==> src/rtl/pipeline_ctrl_pkg.sv <==
// Shared constants, types and helpers for the pipeline controller.
// Stall vector bit order: 0 PC, 1 IF/ID, 2 ID/EX, 3 EX/MEM, 4 MEM/WB, 5 WB.
package pipeline_ctrl_pkg;

  localparam int STALL_W = 6;
  typedef logic [STALL_W-1:0] stall_bus_t;

  localparam stall_bus_t STALL_NONE = 6'b000000;
  localparam stall_bus_t STALL_IF   = 6'b000011;
  localparam stall_bus_t STALL_ID   = 6'b000111;
  localparam stall_bus_t STALL_EX   = 6'b001111;
  localparam stall_bus_t STALL_MEM  = 6'b011111;

  typedef logic [31:0] exc_type_t;
  localparam exc_type_t EXC_DEFAULT = 32'h0000_0000;
  localparam exc_type_t EXC_ERET    = 32'h0000_000E;

  typedef enum logic {
    ST_IDLE,
    ST_PENDING
  } state_t;

  // The deepest requesting stage wins; it also freezes every stage upstream of it.
  function automatic stall_bus_t stall_from_req(logic rq_if, logic rq_id,
                                                logic rq_ex, logic rq_mem);
    if (rq_mem)     return STALL_MEM;
    else if (rq_ex) return STALL_EX;
    else if (rq_id) return STALL_ID;
    else if (rq_if) return STALL_IF;
    else            return STALL_NONE;
  endfunction

  function automatic logic [31:0] redirect_pc(exc_type_t exc_type, logic [31:0] epc,
                                              logic [31:0] vector);
    return (exc_type == EXC_ERET) ? epc : vector;
  endfunction

endpackage

==> src/rtl/pipeline_ctrl_if.sv <==
// Stall request / exception / stall-flush bundle between the pipeline and its controller.
interface pipeline_ctrl_if;
  import pipeline_ctrl_pkg::*;

  logic       stallreq_if;
  logic       stallreq_id;
  logic       stallreq_ex;
  logic       stallreq_mem;
  exc_type_t  mem_exception_type;
  logic [31:0] cp0_epc;
  stall_bus_t stall;
  logic       flush;
  logic [31:0] new_pc;
  logic       exc_pending;

  modport master (
    input  stallreq_if, stallreq_id, stallreq_ex, stallreq_mem,
    input  mem_exception_type, cp0_epc,
    output stall, flush, new_pc, exc_pending
  );

  modport slave (
    output stallreq_if, stallreq_id, stallreq_ex, stallreq_mem,
    output mem_exception_type, cp0_epc,
    input  stall, flush, new_pc, exc_pending
  );
endinterface

==> src/rtl/pipeline_ctrl_stall_watchdog.sv <==
// Saturating count of consecutive PC-stalled cycles with a sticky timeout flag.
module stall_watchdog #(
  parameter int WDOG_LIMIT = 1024
) (
  input  logic clk,
  input  logic rst,
  input  logic stall_pc,
  output logic stall_timeout
);

  localparam int CNT_W = $clog2(WDOG_LIMIT + 1);
  localparam logic [CNT_W-1:0] LIMIT_C = CNT_W'(WDOG_LIMIT);

  logic [CNT_W-1:0] cnt_q, cnt_d;
  logic             timeout_q, timeout_d;

  always_comb begin
    cnt_d = '0;
    if (stall_pc) cnt_d = (cnt_q == LIMIT_C) ? cnt_q : cnt_q + CNT_W'(1);
    // Flag sets on the same edge the count reaches the limit, then sticks.
    timeout_d = timeout_q | (cnt_d == LIMIT_C);
  end

  always_ff @(posedge clk) begin
    if (rst) begin
      cnt_q     <= '0;
      timeout_q <= 1'b0;
    end else begin
      cnt_q     <= cnt_d;
      timeout_q <= timeout_d;
    end
  end

  assign stall_timeout = timeout_q;

endmodule

==> src/rtl/pipeline_ctrl.sv <==
// Merges stage stall requests and turns MEM exceptions into flush + redirect PC.
// Optional perf counters are enabled with the PIPELINE_CTRL_PERF_EN macro.
//
// state      | meaning
// ST_IDLE    | no exception held; stall follows requests, bus-idle exceptions flush at once
// ST_PENDING | exception latched while the data bus is busy; flush when it completes
module pipeline_ctrl
  import pipeline_ctrl_pkg::*;
#(
  parameter logic [31:0] EXC_VECTOR = 32'h0000_0020,
  parameter int          WDOG_LIMIT = 1024
) (
  input  logic           clk,
  input  logic           rst,
  pipeline_ctrl_if.master bus,
  output logic           stall_timeout
`ifdef PIPELINE_CTRL_PERF_EN
  ,
  output logic [31:0]    perf_stall_cycles,
  output logic [31:0]    perf_flush_count
`endif
);

  state_t      state_q, state_d;
  exc_type_t   exc_type_q, exc_type_d;
  logic [31:0] epc_q, epc_d;
  stall_bus_t  stall_c;
  logic        flush_c;
  logic [31:0] new_pc_c;

  always_comb begin
    state_d    = state_q;
    exc_type_d = exc_type_q;
    epc_d      = epc_q;
    stall_c    = STALL_NONE;
    flush_c    = 1'b0;
    new_pc_c   = 32'h0;
    case (state_q)
      ST_IDLE: begin
        if (bus.mem_exception_type != EXC_DEFAULT) begin
          if (bus.stallreq_mem) begin
            exc_type_d = bus.mem_exception_type;
            epc_d      = bus.cp0_epc;
            state_d    = ST_PENDING;
            stall_c    = STALL_MEM;
          end else begin
            flush_c  = 1'b1;
            new_pc_c = redirect_pc(bus.mem_exception_type, bus.cp0_epc, EXC_VECTOR);
          end
        end else begin
          stall_c = stall_from_req(bus.stallreq_if, bus.stallreq_id,
                                   bus.stallreq_ex, bus.stallreq_mem);
        end
      end
      ST_PENDING: begin
        if (bus.stallreq_mem) begin
          stall_c = STALL_MEM;
        end else begin
          flush_c    = 1'b1;
          new_pc_c   = redirect_pc(exc_type_q, epc_q, EXC_VECTOR);
          state_d    = ST_IDLE;
          exc_type_d = EXC_DEFAULT;
          epc_d      = 32'h0;
        end
      end
      default: state_d = ST_IDLE;
    endcase
    // Outputs are forced quiet during reset so nothing downstream moves.
    if (rst) begin
      stall_c  = STALL_NONE;
      flush_c  = 1'b0;
      new_pc_c = 32'h0;
    end
  end

  always_ff @(posedge clk) begin
    if (rst) begin
      state_q    <= ST_IDLE;
      exc_type_q <= EXC_DEFAULT;
      epc_q      <= 32'h0;
    end else begin
      state_q    <= state_d;
      exc_type_q <= exc_type_d;
      epc_q      <= epc_d;
    end
  end

  assign bus.stall       = stall_c;
  assign bus.flush       = flush_c;
  assign bus.new_pc      = new_pc_c;
  assign bus.exc_pending = (state_q == ST_PENDING) && !rst;

  stall_watchdog #(
    .WDOG_LIMIT(WDOG_LIMIT)
  ) u_stall_watchdog (
    .clk          (clk),
    .rst          (rst),
    .stall_pc     (stall_c[0]),
    .stall_timeout(stall_timeout)
  );

`ifdef PIPELINE_CTRL_PERF_EN
  logic [31:0] perf_stall_q, perf_stall_d;
  logic [31:0] perf_flush_q, perf_flush_d;

  always_comb begin
    perf_stall_d = perf_stall_q + ((stall_c != STALL_NONE) ? 32'd1 : 32'd0);
    perf_flush_d = perf_flush_q + (flush_c ? 32'd1 : 32'd0);
  end

  always_ff @(posedge clk) begin
    if (rst) begin
      perf_stall_q <= 32'h0;
      perf_flush_q <= 32'h0;
    end else begin
      perf_stall_q <= perf_stall_d;
      perf_flush_q <= perf_flush_d;
    end
  end

  assign perf_stall_cycles = perf_stall_q;
  assign perf_flush_count  = perf_flush_q;
`endif

endmodule
==> src/flat_wrapper.sv <==
// flat-port wrapper written by rule: the top's interface ports become plain ports
module pipeline_ctrl_flat import pipeline_ctrl_pkg::*;
#(
  parameter logic [31:0] EXC_VECTOR = 32'h0000_0020,
  parameter int          WDOG_LIMIT = 1024
)
  (clk, rst, stall_timeout, bus_stallreq_if, bus_stallreq_id, bus_stallreq_ex, bus_stallreq_mem, bus_mem_exception_type, bus_cp0_epc, bus_stall, bus_flush, bus_new_pc, bus_exc_pending);
  pipeline_ctrl_if bus_i ();
  input  logic clk;
  input  logic rst;
  output logic stall_timeout;
  input wire logic [$bits(bus_i.stallreq_if)-1:0] bus_stallreq_if;
  input wire logic [$bits(bus_i.stallreq_id)-1:0] bus_stallreq_id;
  input wire logic [$bits(bus_i.stallreq_ex)-1:0] bus_stallreq_ex;
  input wire logic [$bits(bus_i.stallreq_mem)-1:0] bus_stallreq_mem;
  input wire logic [$bits(bus_i.mem_exception_type)-1:0] bus_mem_exception_type;
  input wire logic [$bits(bus_i.cp0_epc)-1:0] bus_cp0_epc;
  output wire logic [$bits(bus_i.stall)-1:0] bus_stall;
  output wire logic [$bits(bus_i.flush)-1:0] bus_flush;
  output wire logic [$bits(bus_i.new_pc)-1:0] bus_new_pc;
  output wire logic [$bits(bus_i.exc_pending)-1:0] bus_exc_pending;
  assign bus_i.stallreq_if = bus_stallreq_if;
  assign bus_i.stallreq_id = bus_stallreq_id;
  assign bus_i.stallreq_ex = bus_stallreq_ex;
  assign bus_i.stallreq_mem = bus_stallreq_mem;
  assign bus_i.mem_exception_type = bus_mem_exception_type;
  assign bus_i.cp0_epc = bus_cp0_epc;
  assign bus_stall = bus_i.stall;
  assign bus_flush = bus_i.flush;
  assign bus_new_pc = bus_i.new_pc;
  assign bus_exc_pending = bus_i.exc_pending;
  pipeline_ctrl #(.EXC_VECTOR(EXC_VECTOR), .WDOG_LIMIT(WDOG_LIMIT)) u_core (.clk(clk), .rst(rst), .bus(bus_i), .stall_timeout(stall_timeout));
endmodule
==> config.mk <==
export PLATFORM = sky130hd
export DESIGN_NAME = pipeline_ctrl_flat
export DESIGN_NICKNAME = d
export VERILOG_FILES = /design/src/rtl/pipeline_ctrl_pkg.sv /design/src/rtl/pipeline_ctrl_if.sv /design/src/rtl/pipeline_ctrl_stall_watchdog.sv /design/src/rtl/pipeline_ctrl.sv /design/src/flat_wrapper.sv
export SDC_FILE = /design/constraint.sdc
export NUM_CORES = 1
export LEC_CHECK = 0
export CORE_ASPECT_RATIO = 1.75
export CORE_UTILIZATION = 47
export DETAILED_ROUTE_END_ITERATION = 10
export GPL_ROUTABILITY_DRIVEN = 0
export GPL_TIMING_DRIVEN = 0
export PLACE_DENSITY = 0.8
export SLEW_MARGIN = 20
export SYNTH_ARGS = -nofsm -noshare
export SYNTH_HDL_FRONTEND = slang
export SYNTH_SLANG_ARGS = --single-unit
export TNS_END_PERCENT = 1
==> constraint.sdc <==
create_clock -name clk -period 2.6 [get_ports clk]
set_input_delay 0.39 -clock clk [delete_from_list [all_inputs] [get_ports clk]]
set_output_delay 0.39 -clock clk [all_outputs]
set_load 0.01 [all_outputs]
# Yosys cells after proc, flatten, opt, wreduce, memory -nomap -nowiden

Cells that the tools add are included.

Equal/unequal tests: 7
Bitwise operators: 2
Multiplexer cells: 31
Reduce and logical (&&, ||, !) cells: 4
Add/subtract/negate cells: 1

Operator list:

| kind                                                                    | number |
|---|---|
| 32-bit two-way mux                                                      | 11 |
| 32-bit one-hot mux with 2 select lines                                  | 3 |
| 32-bit by 4-bit == test with 1-bit output, second input constant        | 2 |
| 32-bit nonzero test                                                     | 1 |
| 6-bit two-way mux                                                       | 5 |
| 11-bit == test, second input constant                                   | 2 |
| 11-bit two-way mux                                                      | 2 |
| 6-bit one-hot mux with 2 select lines                                   | 1 |
| 11-bit by 1-bit adder with 11-bit output, second input constant         | 1 |
| 1-bit two-way mux                                                       | 5 |
| 5-bit two-way mux                                                       | 1 |
| 2-bit inequality test, second input constant                            | 2 |
| 1-bit one-hot mux with 2 select lines                                   | 2 |
| 3-bit AND reduction                                                     | 1 |
| 2-bit two-way mux                                                       | 1 |
| 2-bit by 1-bit inequality test with 1-bit output, second input constant | 1 |
| 1-bit logical AND                                                       | 1 |
| 1-bit zero test                                                         | 1 |
| 1-bit inverter                                                          | 1 |
| 1-bit bitwise OR                                                        | 1 |

Output and inout bits: 41
Input port bits: 70
Word-level logic and storage cells: 50
Flip-flop bits (word level): 77

# Longest topological paths before layout

Depth after elaboration: 10
Mapped depth: 7
Mapped depth without buffers: 7

# Hierarchy

Synthesis repeated with hierarchy kept, for this count alone.

Cell total of the unflattened synthesis: 735
Area total of the unflattened synthesis: 5660.4 um^2

By module, submodules not included:

| module         | instances | sequential area each (um^2) | area an instance (um^2) | cells each |
|---|---|---|---|---|
| pipeline_ctrl  | 1         | 1301.2                      | 4914.7                  | 653 |
| stall_watchdog | 1         | 240.2                       | 745.7                   | 82 |

# Worst setup path before layout

No wires, ideal clock.

Path type: reg2out
Start point: register u_core.exc_type_q[29]
End point: output bus_new_pc[0]
Data arrival time: 1875 ps
Stages on the path, launching flop included: 6
Required time: 2210 ps
Path buffers: 1
Path slack: 335 ps
Cells stage by stage: dfxtp_1 > or4_1 > or4_4 > nor3_4 > buf_6 > a22o_1

Longest elaborated chain between the ends: 5

RTL lines:

| element                                   | line                    | source |
|---|---|---|
| from (decl)                               | pipeline_ctrl.sv:25     | `exc_type_t exc_type_q, exc_type_d;` |
| from (signal assigned)                    | pipeline_ctrl.sv:83     | `exc_type_q <= exc_type_d;` |
| 32-bit by 4-bit == test with 1-bit output | pipeline_ctrl_pkg.sv:35 | `return (exc_type == EXC_ERET) ? epc : vector;` |
| 32-bit two-way mux                        | pipeline_ctrl_pkg.sv:35 |  |
| 32-bit two-way mux                        | pipeline_ctrl.sv:56     | `if (bus.stallreq_mem) begin` |
| 32-bit one-hot mux with 2 select lines    | pipeline_ctrl.sv:38     | `case (state_q)` |
| 32-bit two-way mux                        | pipeline_ctrl.sv:69     | `if (rst) begin` |
| to (decl)                                 | flat_wrapper.sv:20      | `output wire logic [$bits(bus_i.new_pc)-1:0] bus_new_pc;` |

No other way between the ends.

# Final worst setup path

Start point: register u_core.exc_type_q[29]
End point: output bus_new_pc[24]

Same word-level chain as after synthesis.

==> results_dict.tcl <==
set metrics [dict create \
    multiInputGateArea_sq_um 2100 \
    ys_warn_count 0 \
    htreeDepth 3 \
    detail_route.wl_per_cell_um 17.5 \
    p_leak_nw 2.34 \
    routed_wl_um 12100 \
    rsz0062_at_grt "yes" \
    drc 0 \
    crit_fanout 7 \
    sw_frac_of_total_pct 23.7 \
    finalNonFillerCells 688 \
    synth_cell_types 51 \
    drive_gt1_share_pct 21.5 \
    num_rows 42 \
    finalWorstSetupSlack_ns -0.212 \
    cp-end-kind "output port" \
    n_antenna_cell 0 \
    clock_skew_ns 0.00301 \
    fp.dieH_um 120 \
    power_switching_mw 0.699 \
    power_density_nw_per_um2 521 \
    synth_area_sq_um 3740 \
    violations "setup timing" \
    hold_viol_final 0 \
    synth_seq_area_share_pct 41.2 \
    cp.arrival_ns 2.42 \
    syn_inst 461 \
    drtPass1Iterations 5 \
    die_x_um 69.4 \
    hp-class "in2reg" \
    vdd_ir_drop_max_uv 373 \
    finalCritPeriodShare_pct 108 \
    post_synth.cell_area_avg_sq_um 8.11 \
    yosysMostFrequentCell "dfxtp_1" \
    finalHoldWorstSlack_ns 0.338 \
    layout_min_cycle_time_ns 2.81 \
    nNetsFinal 667 \
    hpwl_um 7740 \
    cts-root-buf "clkbuf_16" \
    finalInstanceArea_sq_um 5650 \
    clock_path_buffers 2 \
    synth_edf_count 0 \
    grt_pass1_vias 3919 \
    dp.cells 657 \
    setup_viol 32 \
    grt_antenna_before_repair 0 \
    ys_ff_latch 77 \
    regArea_sq_um 1540 \
    cts_tree "done" \
    grt-ovfl-total 0 \
    grt_max_degree 13 \
    slew-limit-headroom_pct 63.4 \
    synth_top_area_cell "dfxtp_1" \
    crit_path_start_kind "flip-flop" \
    power_mw 2.94 \
    worstSetupPathType "reg2out" \
    grtUsageTotal_pct 27.9 \
    fmax_mhz 356 \
    fp.dieArea_sq_um 8330 \
    pwr-share-comb_pct 12.3 \
    async_flop_share_pct 0 \
    post-synth-top-area-fraction_pct 41.2 \
    areaGrowthSynthToFinish_pct 51.3 \
    drv_cap 0 \
    numCtsBuffers 9 \
    synthTopCellsByArea "dfxtp_1, nand3_1, a21oi_1" \
    via_per_inst 5.85 \
    ys.flop_type "dfxtp_1" \
    start_util_pct 49.0 \
    grt_first_pass_wirelength_um 18600 \
    clk_latency_ns 0.34 \
    fp.coreArea_sq_um 7620 \
    fill_cells 541 \
    seqPwrFrac_pct 43.2 \
    ios 111 \
    portBuffers 108 \
    dr.first_iter.drc_count 293 \
    path_clk_slew_ns 0.06 \
    fin_tns_setup_ns -5.77 \
    cellInternalPower_mw 2.25 \
    place_area_sq_um 4930 \
    vias 4022 \
    status "finished with violations" \
    clock-sinks 77 \
    synthTopCellsByCount "dfxtp_1, nand3_1, nand2_1" \
    crit_required_ns 2.21 \
    ant_nets 0 \
    tightest_slew_ns 0.549 \
    cts_hold_buf 0 \
    syn-num-nets 533 \
    drv_slew 0 \
    pwr-share-clk_pct 44.5 \
]
## metrics by stage
stage / util, % / setup WS [ns]
2_1_floorplan: - / 0.335
3_3_place_gp: 64.7 / -0.919
3_5_place_dp: 64.7 / -0.960
4_1_cts: 71.9 / -0.350
5_1_grt: 74.2 / -0.270
6_report: 74.2 / -0.212
## final timing paths
path	start	to	slack, ns	depth (start not counted)
setup / recovery	u_core.exc_type_q[29]$_SDFFE_PP0P_	bus_new_pc[24]	-0.21	7
hold reg to reg	u_core.exc_type_q[29]$_SDFFE_PP0P_	u_core.exc_type_q[29]$_SDFFE_PP0P_	0.47	2
setup reg to reg	u_core.state_q$_SDFF_PP0_	u_core.epc_q[12]$_SDFFE_PP0P_	0.39	6
hold / removal	bus_mem_exception_type[23]	u_core.exc_type_q[23]$_SDFFE_PP0P_	0.34	3
## cells by family after synthesis
family | synth area share (%)
fa+ha+maj | 0.669
buf+inv | 6.90
flops | 41.2
simple gates | 26.6
compound gates | 21.3
mux | 0.569
other cells | 0.100
xor+xnor | 2.58
## routing by layer
layer	routed length (um)	GRT usage (%)
met5	0	0
met4	218	10.3
met3	723	6.30
met2	6580	52.6
met1	4540	29.6
## state kept, by name, summed over array words and instances, names as in the netlist
name and count:
u_core.epc_q 32, u_core.exc_type_q 32, u_core.state_q 1, u_core.u_stall_watchdog.cnt_q 11
u_core.u_stall_watchdog.stall_timeout 1
## layout by cell type (no fill, tap or decap), types with 2 or more instances in the layout
cell	Yosys	routed
a22o_2	23	10
clkdlybuf4s50_1	0	56
bufinv_16	0	2
nor2_1	25	24
ha_1	2	2
clkbuf_1	22	23
clkbuf_16	0	11
a311oi_1	2	2
a22o_4	0	13
a31oi_1	2	2
dlymetal6s2s_1	0	15
nor3_2	1	2
and3_1	3	3
nor4_2	1	7
clkinv_2	0	3
nor4_1	13	7
buf_12	0	3
nand3_1	70	70
xor2_1	6	6
a22o_1	8	8
dfxtp_2	0	2
nand4_1	6	6
a21oi_1	66	65
buf_6	5	27
buf_4	3	15
inv_1	10	10
buf_2	11	16
dfxtp_1	77	75
or4_1	2	2
xnor2_1	5	5
buf_8	0	5
nand2b_1	2	2
nand2_1	68	68
## power groups by stage
stage | Combinational [mW] | Sequential (mW) | Clock [mW]
2_1_floorplan | 0.166 | 1.28 | 0
3_3_place_gp | 0.337 | 1.29 | 0
3_5_place_dp | 0.343 | 1.29 | 0
4_1_cts | 0.352 | 1.27 | 1.31
5_1_grt | 0.392 | 1.28 | 1.36
6_report | 0.362 | 1.27 | 1.31
## cell type report
| type | instances | area share [%] |
|---|---|---|
| timing repair buffer | 124 | 22.7 |
| clock inverter | 5 | 1.33 |
| sequential | 77 | 27.3 |
| clock buffer | 11 | 4.12 |
| buffer | 41 | 4.71 |
| inverter | 10 | 0.664 |
| tap | 88 | 1.95 |
| multi-input combinational | 332 | 37.2 |
## timing repair
item	in CTS	in global routing
buffers inserted	9	4
endpoints found under the setup margin	37	40
gates cloned	3	2
gates resized for setup	190	44
pin swaps	10	17
## worst max-delay path: stages (launching register included)
cell and delay, ns:
dfxtp_2 0.32, or4_1 0.52, or4_4 0.55, nor3_4 0.16, buf_12 0.16, buf_8 0.12, a22o_2 0.15, buf_6 0.10
Power figures use the tool's default switching activity.
